$ cat config.mk
export PLATFORM = sky130hd
export DESIGN_NAME = uart_tx_fifo
export DESIGN_NICKNAME = d
export VERILOG_FILES = /design/src/rtl/uart_tx_fifo.sv
export SDC_FILE = /design/constraint.sdc
export NUM_CORES = 1
export LEC_CHECK = 0
export CAP_MARGIN = 20
export CORE_ASPECT_RATIO = 0.9
export CORE_MARGIN = 2
export CORE_UTILIZATION = 35
export DETAILED_ROUTE_END_ITERATION = 8
export GPL_ROUTABILITY_DRIVEN = 0
export RECOVER_POWER = 25
export SYNTH_ARGS = -nofsm -noshare
export SYNTH_HDL_FRONTEND = slang
export SYNTH_SLANG_ARGS = --single-unit
$ cat constraint.sdc
create_clock -name clk -period 3.4 [get_ports clk]
set_clock_uncertainty 0.2 [all_clocks]
set_input_delay 1.02 -clock clk [delete_from_list [all_inputs] [get_ports clk]]
set_output_delay 1.02 -clock clk [all_outputs]
set_load 0.01 [all_outputs]
$ cat src/rtl/uart_tx_fifo.sv
// Byte FIFO feeding a UART transmitter. Each queued byte is launched with a
// single-cycle start pulse, and the next launch waits for tx_ready to drop and rise again.
module uart_tx_fifo #(
   parameter int DEPTH        = 16,
   parameter int ADDR_W       = 4,
   parameter int BUSY_TIMEOUT = 8
) (
   input  logic              clk,
   input  logic              rst,
   input  logic              wr_en,
   input  logic [7:0]        wr_data,
   output logic              full,
   output logic              empty,
   output logic [ADDR_W:0]   count,
   output logic              overflow,
   output logic              start,
   output logic [7:0]        tx_data_in,
   input  logic              tx_ready,
   output logic              busy,
   output logic              launch_err
);

   localparam int TW = $clog2(BUSY_TIMEOUT + 1);
   localparam logic [ADDR_W:0] DEPTH_C = (ADDR_W + 1)'(DEPTH);
   localparam logic [TW-1:0]   TMO_C   = TW'(BUSY_TIMEOUT);

   typedef enum logic [1:0] {IDLE, START, WAIT_BUSY, WAIT_DONE} state_t;

   state_t            state, state_nxt;
   logic [7:0]        mem [DEPTH];
   logic [ADDR_W-1:0] wr_ptr, rd_ptr;
   logic [ADDR_W:0]   cnt;
   logic [TW-1:0]     tmo_cnt, tmo_nxt;
   logic              wr_acc, pop, err_nxt;

   assign full   = (cnt == DEPTH_C);
   assign empty  = (cnt == '0);
   assign count  = cnt;
   assign busy   = (state != IDLE);
   // Writes are judged against the registered full, so a same-cycle pop cannot free a slot.
   assign wr_acc = wr_en && !full;

   always_comb begin
      state_nxt = state;
      tmo_nxt   = tmo_cnt;
      err_nxt   = 1'b0;
      pop       = 1'b0;
      case (state)
         IDLE: begin
            if (!empty && tx_ready) begin
               pop       = 1'b1;
               state_nxt = START;
            end
         end
         START: begin
            tmo_nxt   = '0;
            state_nxt = WAIT_BUSY;
         end
         WAIT_BUSY: begin
            if (!tx_ready) begin
               state_nxt = WAIT_DONE;
            end else begin
               tmo_nxt = tmo_cnt + 1'b1;
               // The transmitter never acknowledged; the popped byte is abandoned.
               if (tmo_nxt == TMO_C) begin
                  err_nxt   = 1'b1;
                  state_nxt = IDLE;
               end
            end
         end
         WAIT_DONE: begin
            if (tx_ready) state_nxt = IDLE;
         end
         default: state_nxt = IDLE;
      endcase
   end

   always_ff @(posedge clk) begin
      if (rst) begin
         state      <= IDLE;
         wr_ptr     <= '0;
         rd_ptr     <= '0;
         cnt        <= '0;
         tmo_cnt    <= '0;
         overflow   <= 1'b0;
         start      <= 1'b0;
         launch_err <= 1'b0;
         tx_data_in <= 8'h00;
      end else begin
         state      <= state_nxt;
         tmo_cnt    <= tmo_nxt;
         overflow   <= wr_en && full;
         start      <= (state_nxt == START);
         launch_err <= err_nxt;
         if (wr_acc) wr_ptr <= wr_ptr + 1'b1;
         if (pop) begin
            rd_ptr     <= rd_ptr + 1'b1;
            tx_data_in <= mem[rd_ptr];
         end
         if (wr_acc && !pop)      cnt <= cnt + 1'b1;
         else if (pop && !wr_acc) cnt <= cnt - 1'b1;
      end
   end

   always_ff @(posedge clk) begin
      if (wr_acc) mem[wr_ptr] <= wr_data;
   end

endmodule

==> impl_metrics.yaml <==
detailed_routing:
  remaining_drc_errors: 0
  via_per_inst: 5.006
  drt_iter0_markers: 203
  postRouteAntennaNets: 0
  dr_wl_met2_um: 6429
  routed_wl_um: 13130
  routed-wl-met3_um: 486
  highest_layer: "met4"
  post_drt_wl_per_cell_um: 18.06
  wl_met1_um: 6076
  drt_first_pass_iters: 4
  via_count: 3639
clocking:
  cts_tree: "built"
  cts-root-buf: "clkbuf_16"
  clockBufferDepth: 2
  worstSkewPairLatency_ns: 0.42
  clkTransAtPathRegs_ns: 0.06
  htreeDepth: 4
  numCtsBuffers: 17
  cts_num_sinks: 158
  cts_hold_buf: 0
critical_path:
  cp_num_buf_inv: 3
  cp_max_fo: 4
  r2r_cells: 10
  crit_type: "in2reg"
  crit_arrival_ns: 3.40
  cp_slowest_cell: "clkdlybuf4s50_1"
  r2r-end: "count[4]"
  rrSetupSlack_ns: 0.48
  cp.required_ns: 3.51
  worstReg2RegStart: "count[0]"
  cp_top_family: "buffers and inverters"
  cp_slowest_stage_delay_ns: 0.47
  cp-end-kind: "flip-flop"
  cp-start-kind: "primary input"
  crit_chain: "clkdlybuf4s50_1, nor3b_2, a21boi_2, inv_2, ha_1, inv_2, ha_1, a21o_1, a21oi_1, mux2i_1, mux2_2"
sta:
  min_period_ns: 3.297
  drv_slew: 0
  fin_crit_sh_pct: 96.97
  finalHoldViolCount: 0
  setup_slack_ns: 0.1029
  rsz0062_at_grt: "no"
  hold_ws_ns: 0.3034
  fin_setup_tns_ns: 0
  timing.fmax_ghz: 0.3033
  setup_violations: 0
  relSlewSlack_pct: 52.79
  worst_slew_pin_slew_ns: 0.7072
placement:
  dp_hpwl_um: 8617
  placed_cells: 694
  dp_worst_setup_slack_ns: -0.3764
  portBuffers: 30
pwr:
  irDropWorstVdd_mv: 0.3719
  p_comb_share_pct: 21.6
  seqPwrFrac_pct: 41.7
  p_sw_mw: 1.491
  switching_share_pct: 26.39
  pwr-share-clk_pct: 36.7
  p_per_area_nw_per_um2: 722.7
  internal_power_mw: 4.159
  p_leak_nw: 2.557
logic_synthesis:
  synth_edf_count: 128
  synthTopCellsByArea: "edfxtp_1, dfxtp_1, mux2i_1, mux4_1, nor2_1"
  synth_area_per_cell_um2: 15.51
  synth_seq_area_share_pct: 69.39
  synth_common_cells: "edfxtp_1, mux2i_1, nor2_1"
  ys_async_sr_fraction_pct: 0
  yosysWarnings: 0
  synth-seq-cells: 158
  syn_area_um2: 6405
  synthFlopType: "edfxtp_1"
  synth_nets: 436
  yosys.area.top_type: "edfxtp_1"
  synth.most_common_cell: "edfxtp_1"
  synth_top_area_share_pct: 60.01
  synthDistinctLibCells: 48
  syn_inst: 413
die:
  die_y_um: 132.3
  ioPinCount: 31
  initial_core_util_pct: 36.01
  dieArea_um2: 19400
  rows: 46
  coreArea_um2: 17780
  die_w_um: 146.6
global_routing:
  grt_pass1_vias: 3663
  grt_pass1_wl_um: 20220
  grt_overflow_total: 0
  antenna_found_initial: 0
  grt_start_max_net_pins: 41
  grt_use_total_pct: 13.99
final_layout:
  nets: 497
  areaGrowthSynthToFinish_pct: 22.06
  fillers: 1576
  postLayoutCoreUtil_pct: 43.96
  multi_input_area_um2: 1818
  drive_above_1_share_pct: 16.02
  regArea_um2: 4446
  instances_no_fill: 727
  diodes: 0
run_status:
  status: "completed"
worst_hold_path:
  min_from: "tx_data_in[5]"
  whs_endpoint: "tx_data_in[5]"
  whs_path_depth: 2
  hp-class: "reg2reg"
job:
  cap_viol_max_count: 0
layout by cell type, fill, tap and decap left out, types with 3 or more instances in the layout:
master,n
clkinv_4,3
a21oi_1,6
nand3_1,5
a32oi_1,3
a2111oi_0,5
o211ai_1,4
inv_1,6
mux4_1,6
xnor2_1,3
nor2_1,42
xor2_1,7
nor3_1,7
buf_4,33
mux2i_1,49
nand2b_1,4
mux4_2,4
dlygate4sd3_1,6
dfxtp_1,29
o22ai_1,22
ha_1,10
clkbuf_16,17
bufinv_16,5
o21ai_0,3
nand3b_1,3
nand2_1,9
clkdlybuf4s50_1,24
a211oi_1,8
edfxtp_1,128
nor2b_1,3
state kept, by name, summed over array words and instances, names as in the netlist:
signal / flops
rd_ptr: 4
mem: 128
state: 2
count: 5
tx_data_in: 8
start: 1
tmo_cnt: 4
launch_err: 1
overflow: 1
wr_ptr: 4
per-stage QoR:
stage	cell area [um2]	total power, mW
finish	7818	5.650
global route	7818	5.906
CTS	7810	5.693
detailed placement	7151	3.604
global placement	7151	3.557
floorplan	6405	3.097
power by group through the flow:
| stage | sequential, mW | clock (mW) | combinational (mW) |
|---|---|---|---|
| floorplan | 2.38 | 0 | 0.715 |
| global placement | 2.39 | 0 | 1.17 |
| detailed placement | 2.40 | 0 | 1.21 |
| CTS | 2.36 | 2.12 | 1.22 |
| global route | 2.38 | 2.20 | 1.32 |
| finish | 2.36 | 2.08 | 1.22 |
area by class of cell:
| type | instances | area share, % |
|---|---|---|
| Tap cell | 240 | 3.841 |
| Clock inverter | 12 | 2.673 |
| Timing Repair Buffer | 64 | 7.266 |
| Clock buffer | 20 | 5.714 |
| Multi-Input combinational cell | 225 | 23.26 |
| Sequential cell | 158 | 56.87 |
| Inverter | 8 | 0.3841 |
worst max-delay path by stage:
stage,cells after the start,end,start,slack (ns)
4_1_cts,11,count[4],tx_ready,0.05
2_1_floorplan,10,count[4],tx_ready,0.01
3_3_place_gp,11,count[4],tx_ready,-0.31
3_5_place_dp,11,count[4],tx_ready,-0.38
5_1_grt,11,count[4],tx_ready,0.009
6_report,11,count[4],tx_ready,0.10
metal layers:
metal,global-route usage [%],vias to the layer above
li1,-,1733
met1,17.85,1828
met2,22.59,65
met3,4.671,13
met4,4.531,0
met5,0,-
cells by family (layout without fill, tap and decap cells):
group | Yosys count | after routing | share of synthesized area (%)
flip-flops | 158 | 158 | 69.39
AND/OR/NAND/NOR | 83 | 83 | 6.193
AO/OA/AOI/OAI | 61 | 61 | 6.798
multiplexers | 60 | 60 | 11.70
buffers and inverters | 30 | 104 | 2.286
adder cells (fa/ha/maj) | 11 | 11 | 2.266
XOR/XNOR | 10 | 10 | 1.368
tightest hold or removal path, delay by kind of cell (launching register included):
| kind | cells | cell delay [ns] |
|---|---|---|
| AO/OA/AOI/OAI | 1 | 0.05 |
| flip-flops | 1 | 0.31 |
| AND/OR/NAND/NOR | 1 | 0.10 |
what timing repair did:
| item | in CTS | in global routing |
|---|---|---|
| setup buffers | 0 | 1 |
| endpoints found under the setup margin | 2 | 2 |
| gates resized for setup | 1 | 1 |
| pin swaps | 0 | 1 |
Note: power is estimated with default switching activity, not from simulation.
